[src/rtl/fetch_prefetch_if.sv]
// Consumer and memory-bus signals of the instruction prefetcher.
// The master modport is the prefetcher side. The slave modport is the environment side.
interface fetch_prefetch_if;
  logic        i_jump;
  logic [31:0] i_jump_pc;
  logic        i_pop;
  logic        o_valid;
  logic [31:0] o_pc;
  logic [31:0] o_instruction;
  logic        o_bus_request;
  logic [31:0] o_bus_address;
  logic [31:0] i_bus_rdata;
  logic        i_bus_ready;

  modport master (
    input  i_jump, i_jump_pc, i_pop, i_bus_rdata, i_bus_ready,
    output o_valid, o_pc, o_instruction, o_bus_request, o_bus_address
  );

  modport slave (
    output i_jump, i_jump_pc, i_pop, i_bus_rdata, i_bus_ready,
    input  o_valid, o_pc, o_instruction, o_bus_request, o_bus_address
  );
endinterface

[src/rtl/fetch_prefetch.sv]
// Instruction prefetch buffer: fetches sequential words into a small FIFO.
// It keeps at most one bus transfer in flight and flushes the FIFO on a redirect.
module fetch_prefetch #(
  parameter logic [31:0] RESET_VECTOR = 32'h0000_0000,
  parameter int          DEPTH        = 4
) (
  input logic              i_clock,
  input logic              i_reset,
  fetch_prefetch_if.master fp
);
  localparam int AW = $clog2(DEPTH);
  localparam logic [AW:0]   DEPTH_C  = (AW+1)'(DEPTH);
  localparam logic [AW:0]   CNT_ONE  = (AW+1)'(1);
  localparam logic [AW-1:0] PTR_ONE  = AW'(1);

  typedef enum logic [1:0] {IDLE, REQUEST, DISCARD} state_e;

  state_e        state_q, state_d;
  logic [31:0]   fetch_pc_q, fetch_pc_d;
  logic [AW:0]   count_q, count_d;
  logic [AW-1:0] rd_ptr_q, rd_ptr_d;
  logic [AW-1:0] wr_ptr_q, wr_ptr_d;
  logic          push, pop;

  logic [31:0] pc_mem   [DEPTH];
  logic [31:0] data_mem [DEPTH];

  always_comb begin
    state_d    = state_q;
    fetch_pc_d = fetch_pc_q;
    push       = 1'b0;
    unique case (state_q)
      IDLE: begin
        if (!fp.i_jump && (count_q < DEPTH_C)) state_d = REQUEST;
      end
      REQUEST: begin
        if (fp.i_bus_ready) begin
          state_d = IDLE;
          push    = !fp.i_jump;
        end else if (fp.i_jump) begin
          state_d = DISCARD;
        end
      end
      DISCARD: begin
        // The orphaned response retires the transfer even if another redirect lands with it.
        if (fp.i_bus_ready) state_d = IDLE;
      end
      default: state_d = IDLE;
    endcase
    if (push)      fetch_pc_d = fetch_pc_q + 32'd4;
    if (fp.i_jump) fetch_pc_d = {fp.i_jump_pc[31:2], 2'b00};
  end

  assign pop = fp.i_pop && (count_q != '0) && !fp.i_jump;

  always_comb begin
    count_d  = count_q;
    rd_ptr_d = rd_ptr_q;
    wr_ptr_d = wr_ptr_q;
    if (fp.i_jump) begin
      count_d  = '0;
      rd_ptr_d = '0;
      wr_ptr_d = '0;
    end else begin
      if (push) wr_ptr_d = wr_ptr_q + PTR_ONE;
      if (pop)  rd_ptr_d = rd_ptr_q + PTR_ONE;
      unique case ({push, pop})
        2'b10:   count_d = count_q + CNT_ONE;
        2'b01:   count_d = count_q - CNT_ONE;
        default: count_d = count_q;
      endcase
    end
  end

  always_ff @(posedge i_clock) begin
    if (i_reset) begin
      state_q    <= IDLE;
      fetch_pc_q <= RESET_VECTOR;
      count_q    <= '0;
      rd_ptr_q   <= '0;
      wr_ptr_q   <= '0;
    end else begin
      state_q    <= state_d;
      fetch_pc_q <= fetch_pc_d;
      count_q    <= count_d;
      rd_ptr_q   <= rd_ptr_d;
      wr_ptr_q   <= wr_ptr_d;
    end
  end

  // Storage is deliberately left out of reset; entries are only read while counted valid.
  always_ff @(posedge i_clock) begin
    if (push && !i_reset) begin
      pc_mem[wr_ptr_q]   <= fetch_pc_q;
      data_mem[wr_ptr_q] <= fp.i_bus_rdata;
    end
  end

  assign fp.o_valid       = (count_q != '0);
  assign fp.o_pc          = pc_mem[rd_ptr_q];
  assign fp.o_instruction = data_mem[rd_ptr_q];
  assign fp.o_bus_request = (state_q == REQUEST);
  assign fp.o_bus_address = fetch_pc_q;
endmodule

[src/flat_wrapper.sv]
// flat-port wrapper written by rule: the top's interface ports become plain ports
module fetch_prefetch_flat 
#(
  parameter logic [31:0] RESET_VECTOR = 32'h0000_0000,
  parameter int          DEPTH        = 4
)
  (i_clock, i_reset, fp_i_jump, fp_i_jump_pc, fp_i_pop, fp_i_bus_rdata, fp_i_bus_ready, fp_o_valid, fp_o_pc, fp_o_instruction, fp_o_bus_request, fp_o_bus_address);
  fetch_prefetch_if fp_i ();
  input logic i_clock;
  input logic i_reset;
  input wire logic [$bits(fp_i.i_jump)-1:0] fp_i_jump;
  input wire logic [$bits(fp_i.i_jump_pc)-1:0] fp_i_jump_pc;
  input wire logic [$bits(fp_i.i_pop)-1:0] fp_i_pop;
  input wire logic [$bits(fp_i.i_bus_rdata)-1:0] fp_i_bus_rdata;
  input wire logic [$bits(fp_i.i_bus_ready)-1:0] fp_i_bus_ready;
  output wire logic [$bits(fp_i.o_valid)-1:0] fp_o_valid;
  output wire logic [$bits(fp_i.o_pc)-1:0] fp_o_pc;
  output wire logic [$bits(fp_i.o_instruction)-1:0] fp_o_instruction;
  output wire logic [$bits(fp_i.o_bus_request)-1:0] fp_o_bus_request;
  output wire logic [$bits(fp_i.o_bus_address)-1:0] fp_o_bus_address;
  assign fp_i.i_jump = fp_i_jump;
  assign fp_i.i_jump_pc = fp_i_jump_pc;
  assign fp_i.i_pop = fp_i_pop;
  assign fp_i.i_bus_rdata = fp_i_bus_rdata;
  assign fp_i.i_bus_ready = fp_i_bus_ready;
  assign fp_o_valid = fp_i.o_valid;
  assign fp_o_pc = fp_i.o_pc;
  assign fp_o_instruction = fp_i.o_instruction;
  assign fp_o_bus_request = fp_i.o_bus_request;
  assign fp_o_bus_address = fp_i.o_bus_address;
  fetch_prefetch #(.RESET_VECTOR(RESET_VECTOR), .DEPTH(DEPTH)) u_core (.i_clock(i_clock), .i_reset(i_reset), .fp(fp_i));
endmodule
[config.mk]
export PLATFORM = sky130hd
export DESIGN_NAME = fetch_prefetch_flat
export DESIGN_NICKNAME = d
export VERILOG_FILES = /design/src/rtl/fetch_prefetch_if.sv /design/src/rtl/fetch_prefetch.sv /design/src/flat_wrapper.sv
export SDC_FILE = /design/constraint.sdc
export NUM_CORES = 1
export LEC_CHECK = 0
export ABC_AREA = 0
export CAP_MARGIN = 20
export CORE_UTILIZATION = 45
export DETAILED_ROUTE_END_ITERATION = 7
export PLACE_DENSITY_LB_ADDON = 0.12
export REMOVE_ABC_BUFFERS = 1
export SYNTH_ARGS = -nofsm -noshare
export SYNTH_HDL_FRONTEND = slang
export SYNTH_SLANG_ARGS = --single-unit
[constraint.sdc]
create_clock -name i_clock -period 6.4 [get_ports i_clock]
set_input_delay 1.28 -clock i_clock [delete_from_list [all_inputs] [get_ports i_clock]]
set_output_delay 1.28 -clock i_clock [all_outputs]
set_load 0.005 [all_outputs]
==> results of run 1 <==
-- synthesized netlist by cell type, types with 5 or more instances --
master	count
a211oi_1	11
a21oi_1	15
buf_1	7
buf_4	5
clkbuf_1	15
dfxtp_1	41
edfxtp_1	248
ha_1	6
inv_1	9
mux4_2	62
nand2_1	28
nand3_1	9
nand4_1	13
nor2_1	36
nor3_1	7
o21ai_0	5
xnor2_1	16
xor2_1	13
-- state kept, by name, indices dropped and copies added (netlist names), named ones only --
signal	flops
u_core.data_mem	128
u_core.pc_mem	120
u_core.fp.o_bus_address	30
u_core.count_q	3
u_core.rd_ptr_q	2
u_core.state_q	2
u_core.wr_ptr_q	2
-- logic make-up after synthesis --
group | Yosys count | synth area share, %
xor gates and xnor gates | 29 | 2.27
DFF | 289 | 74.0
and+or+nand+nor | 126 | 5.96
buffers and inverters | 40 | 1.69
adders and majority gates | 7 | 0.852
muxes | 66 | 12.9
AOI/OAI and AO/OA | 40 | 2.27
other | 1 | 0.0336
-- final timing paths --
path | from | end | slack, ns | depth (start not counted)
setup / recovery | flip-flop | fp_o_pc[25] | 2.05 | 3
hold / removal | u_core.wr_ptr_q[1] | u_core.wr_ptr_q[1] | 0.51 | 2
setup reg to reg | u_core.fp.o_bus_address[3] | u_core.fp.o_bus_address[28] | 3.48 | 6
hold reg to reg | u_core.wr_ptr_q[1] | u_core.wr_ptr_q[1] | 0.51 | 2
-- area by class of cell --
cell class	count	area [sq um]	area share [%]
clock buffers	39	866	6.12
well taps	324	405	2.86
clock inverters	17	218	1.54
inverters	10	37.5	0.265
multi-input cells	272	2730	19.3
flip-flops and latches	289	8280	58.5
repair buffers	163	1620	11.5
-- metrics by stage --
stage               util [%]  instances  worst slack (ns)  power (mW)
finish                  58.2       1114              2.05        4.07
CTS                     58.2       1114              1.90        4.11
floorplan                  -        571              1.81        2.17
detailed placement      53.8       1058              1.72        2.28
global placement        53.8       1058              1.99        2.27
global route            58.2       1114              1.77        4.20
-- critical path: stages (launching register included) --
cell             delay [ns]
dfxtp_4                0.93
buf_4                  0.53
mux4_2                 0.56
clkdlybuf4s50_1        0.50
-- power by group --
| part | leakage (nW) | switching [mW] | internal, mW |
|---|---|---|---|
| clock network | 0.525 | 0.688 | 1.15 |
| registers | 2.58 | 0.0333 | 2.06 |
| logic | 1.37 | 0.0567 | 0.0844 |
| total | 4.48 | 0.778 | 3.30 |
-- metal layers --
layer / GRT usage (%) / routed length, microns / vias up
met5: 0 / 0 / -
met4: 5.24 / 442 / 0
met3: 3.05 / 1100 / 32
met2: 31.0 / 11200 / 180
met1: 25.0 / 10100 / 3036
li1: - / - / 2718
==> summary.md, run 1 <==
| Metric | Value |
|---|---|
| DP HPWL | `13.2 mm` |
| IO Port Bufs | `160` |
| CP startpoint kind | `flip-flop` |
| Clk sink count | `between 200 and 300` |
| HP Class | `reg2reg` |
| Cts hold-fix bufs | `0` |
| First-pass GRT wire length | `35.8 mm` |
| Top_reg_cell synth | `edfxtp_1` |
| Number of synthesized flops with an enable pin | `248` |
| Num CTS Buffers | `30` |
| Worst-path clk slew | `0.06 ns` |
| Clk_skew | `0.0193 ns` |
| IO Pins | `167` |
| Mapped Cells | `598` |
| Share of cells above drive strength 1 | `between 10% and 20%` |
| Area of the core | `24300 sq um` |
| Routed Antenna Nets | `0` |
| RSZ-0062 raised after global routing | `false` |
| Largest net degree at the start of global routing | `63` |
| Ys Warns | `0` |
| Postcts setup bufs | `0` |
| Clock Tree Buf Depth | `3` |
| Die Area | `between 20000 and 30000 sq um` |
| Area after DPL | `around 13000 sq um` |
| Max Clk Rate | `230 MHz` |
| Drt wl/cell | `20.5 microns` |
| Mapped Area | `11200 sq um` |
| Final instance area | `14200 sq um` |
| Top cell type's share of synthesized area | `66.7%` |
| Ant diodes | `0` |
| Syn_area_per_cell | `18.7 sq um` |
| Final Slew Violations | `0` |
| Number of global-route vias before repair | `6355` |
| Critical path capture point type | `output port` |
| Via count | `5966` |
| Gpl congestion | `0.817` |
| H-tree Lvls | `1` |
| TritonRoute pass-1 iters | `4` |
| Grt total ovfl | `0` |
| TNS Setup | `0 ns` |
| Initial core utilization | `a little under half` |
| Final Cycle Share | `between 60% and 70%` |
| Min Tclk post-route | `4.35 ns` |
| Hold Vio Cnt, Final | `0` |
| Vias per cell | `5.36` |
| Die width | `160 microns` |
| Power Density | `approximately 290 nW/um^2` |
| Die Ht | `160 microns` |
| Synth async-reset ratio | `0%` |
| Largest area contributor in the netlist | `edfxtp_1` |
| PostCTS Resize Cnt | `0` |
| Row count | `57` |
| Iteration-0 DRC Markers | `roughly 260` |
| Peak supply drop | `179 uV` |
| Clock latency on the worst-skew pair | `roughly 0.54 ns` |
| Netlist cell types | `43` |
| Top cells by area, synth | `edfxtp_1, mux4_2, dfxtp_1` |
| Status | `finished clean` |
| DR DRC count | `0` |
| Worst setup path class | `reg2out` |
| Register area share after synthesis | `around three quarters` |
| Min Hold Slack | `0.512 ns` |
| CP required | `5.12 ns` |
| Crit path DAT | `a little over 3 ns` |
| Most frequent cells in the layout | `edfxtp_1, clkdlybuf4s50_1, mux4_2, dfxtp_1, nor2_1` |
| Root Driver | `clkbuf_16` |
| # fillers | `about 1800` |
| Drt total wl | `22.8 mm` |
| CTS tree | `built` |
| Worst-path maximum fanout | `41` |
| Final setup fails | `0` |
| Max_slew headroom | `32.4%` |
| Commonest non-fill, non-tap cell in the layout | `edfxtp_1` |
| P_leak | `between 4 and 5 nW` |
| Max-cap violations | `0` |
| Area growth syn-to-layout | `26.8%` |
| Total GRT Usage | `~18%` |
| Initial antenna violation count | `0` |
| Layout Nets | `842` |
| Yosys reg bits | `approximately 290` |
| Worst-margin pin slew | `1.01 ns` |
No activity file was read; power rests on OpenSTA's default activity.
==> inputs of run 2 (changes only) <==
==> constraint.sdc (replaced) <==
create_clock -name i_clock -period 4 [get_ports i_clock]
set_input_delay 0.8 -clock i_clock [delete_from_list [all_inputs] [get_ports i_clock]]
set_output_delay 0.8 -clock i_clock [all_outputs]
set_load 0.005 [all_outputs]
==> run 2 against run 1 <==
  * Die area is the same
  * Core utilization rose by 0.37 points
  * Sequential share of layout area down 0.36 points
  * Clock skew shrank 0.0036 ns
  * Register-to-register slack got worse by 2.4 ns
  * Cell count grew 1.3%
  * Via count rose by 0.47%
  * Routed wire length up 2.0%
  * Critical endpoint is now fp_o_pc[28]
==> summary.md, run 2 (same netlist as run 1, synthesis figures left out) <==
| Metric | Value |
|---|---|
| Status | `finished clean` |
| Via count | `5994 (+0.47%)` |
| PostCTS Resize Cnt | `0 (unchanged)` |
| Worst-margin pin slew | `0.985 ns (-0.0285 ns)` |
| Layout Nets | `856 (+1.7%)` |
| Slowest CP cell | `dfxtp_4` |
| Share of cells above drive strength 1 | `17.3% (+0.45 points)` |
| First-pass GRT wire length | `36.8 mm (+2.6%)` |
| Area growth syn-to-layout | `27.6%` |
| Worst path cell trace | `buf_4 -> mux4_2 -> clkdlybuf4s50_1` |
| HP Class | `reg2reg` |
| Grt total ovfl | `0 (unchanged)` |
| Crit path DAT | `2.70 ns (-0.37 ns)` |
| GRT met1 Usage | `26.1% (+1.1 points)` |
| Gpl congestion | `0.747 (-8.6%)` |
| Most frequent cells in the layout | `edfxtp_1, clkdlybuf4s50_1, mux4_2, dfxtp_1, nor2_1` |
| Max Clk Rate | `approximately 290 MHz` |
| Die Area | `25400 sq um (unchanged)` |
| Routed Antenna Nets | `0 (unchanged)` |
| Hold Vio Cnt, Final | `0 (unchanged)` |
| Worst-path clk slew | `0.06 ns (about the same)` |
| Drt wl/cell | `20.6 microns (+0.72%)` |
| Clk sink count | `289 (unchanged)` |
| Util after Layout | `58.6% (+0.37 points)` |
| Critical path capture point type | `output port` |
| Largest net degree at the start of global routing | `63 (unchanged)` |
| Max_slew headroom | `34.3% (+1.9 points)` |
| Postcts setup bufs | `0 (unchanged)` |
| Drt total wl | `23.2 mm (+2.0%)` |
| Initial core utilization | `45.9% (unchanged)` |
| IO Port Bufs | `160 (unchanged)` |
| H-tree Lvls | `1 (unchanged)` |
| Vias per cell | `5.31 (-0.78%)` |
| Die width | `160 microns (unchanged)` |
| Final Cycle Share | `87.4%` |
| Clock Tree Buf Depth | `3 (unchanged)` |
| Delay-heaviest family, CP | `buffers and inverters` |
| Worst-path maximum fanout | `26 (-37%)` |
| GRT busiest layer | `met2` |
| Ant diodes | `0 (unchanged)` |
| CP startpoint kind | `flip-flop` |
| Row count | `57 (unchanged)` |
| Clock latency on the worst-skew pair | `0.55 ns (about the same)` |
| TritonRoute pass-1 iters | `5 (+1)` |
| WP buf/inv | `2 (unchanged)` |
| Min Tclk post-route | `between 3 and 4 ns` |
| Die Ht | `160 microns (unchanged)` |
| P_leak | `4.53 nW (+1.2%)` |
| Final Slew Violations | `0 (unchanged)` |
| Num CTS Buffers | `30 (unchanged)` |
| Met2 GRT Util | `30.8% (-0.18 points)` |
| Worst setup path class | `reg2out` |
| DR DRC count | `0 (unchanged)` |
| Total GRT Usage | `18.7% (+0.26 points)` |
| Largest Register | `u_core.data_mem` |
| Clk_skew | `0.0157 ns (-0.00360 ns)` |
| IO Pins | `167 (unchanged)` |
| CTS tree | `built` |
| Area after DPL | `13200 sq um (+1.3%)` |
| Max reg flops | `128 (unchanged)` |
| CP required | `3.20 ns (-1.92 ns)` |
| Power Density | `448 nW/um^2 (+56%)` |
| RSZ-0062 raised after global routing | `false` |
| Max-cap violations | `0 (unchanged)` |
| Crit-path max cell delay | `0.72 ns (-0.21 ns)` |
| Area of the core | `24300 sq um (unchanged)` |
| DP HPWL | `14.7 mm (+12%)` |
| Commonest non-fill, non-tap cell in the layout | `edfxtp_1` |
| Final instance area | `14200 sq um (+0.63%)` |
| Final setup fails | `0 (unchanged)` |
| Root Driver | `clkbuf_16` |
| Peak supply drop | `289 uV (+61%)` |
| Cts hold-fix bufs | `0 (unchanged)` |
| Iteration-0 DRC Markers | `349 (+34%)` |
| Initial antenna violation count | `0 (unchanged)` |
| GR Layer Usage met3 | `3.15% (+0.10 points)` |
| Number of global-route vias before repair | `6324 (-0.49%)` |
-- run 2: cell type report --
type | count | area [sq um]
Inverter | 10 | 37.5
Multi-Input combinational cell | 272 | 2730
Clock buffer | 42 | 827
Tap cell | 324 | 405
Sequential cell | 289 | 8280
Timing Repair Buffer | 177 | 1790
Clock inverter | 14 | 178
Fill cell | 1844 | 10100
-- run 2: layer usage --
metal	part of all wire, %	vias to the layer above
met4	1.8	0
li1	-	2749
met1	44	3041
met5	0	-
met3	5.5	33
met2	49	171
-- run 2: final timing paths --
| kind | start | to | slack (ns) | cells past startpoint |
|---|---|---|---|---|
| setup / recovery | flip-flop | fp_o_pc[28] | 0.50 | 3 |
| hold / removal | u_core.wr_ptr_q[1] | u_core.wr_ptr_q[1] | 0.51 | 2 |
| setup reg to reg | u_core.fp.o_bus_address[3] | u_core.fp.o_bus_address[26] | 1.06 | 6 |
| hold reg to reg | u_core.wr_ptr_q[1] | u_core.wr_ptr_q[1] | 0.51 | 2 |
-- run 2: metrics by stage --
step	setup TNS, ns	instances	setup slack (ns)	hold slack (ns)	power (mW)
floorplan	-6.60	571	-0.106	0.462	3.47
global placement	0	1072	0.586	0.476	3.64
detailed placement	0	1072	0.506	0.497	3.64
CTS	0	1128	0.408	0.514	6.45
global route	0	1128	0.321	0.536	6.59
finish	0	1128	0.505	0.513	6.38
-- run 2: power breakdown --
part | internal [mW] | leakage, nW | switching [mW]
Sequential | 3.30 | 2.58 | 0.0535
Combinational | 0.137 | 1.46 | 0.0919
Clock | 1.70 | 0.489 | 1.10
Total | 5.13 | 4.53 | 1.25
-- run 2: worst register-to-register path, cell delays in order, from the launching register on --
cell and delay (ns):
dfxtp_1 0.50, ha_1 0.27, nand4_1 0.28, or4_4 0.57, or4_4 0.59, or3_1 0.32
a311oi_1 0.30
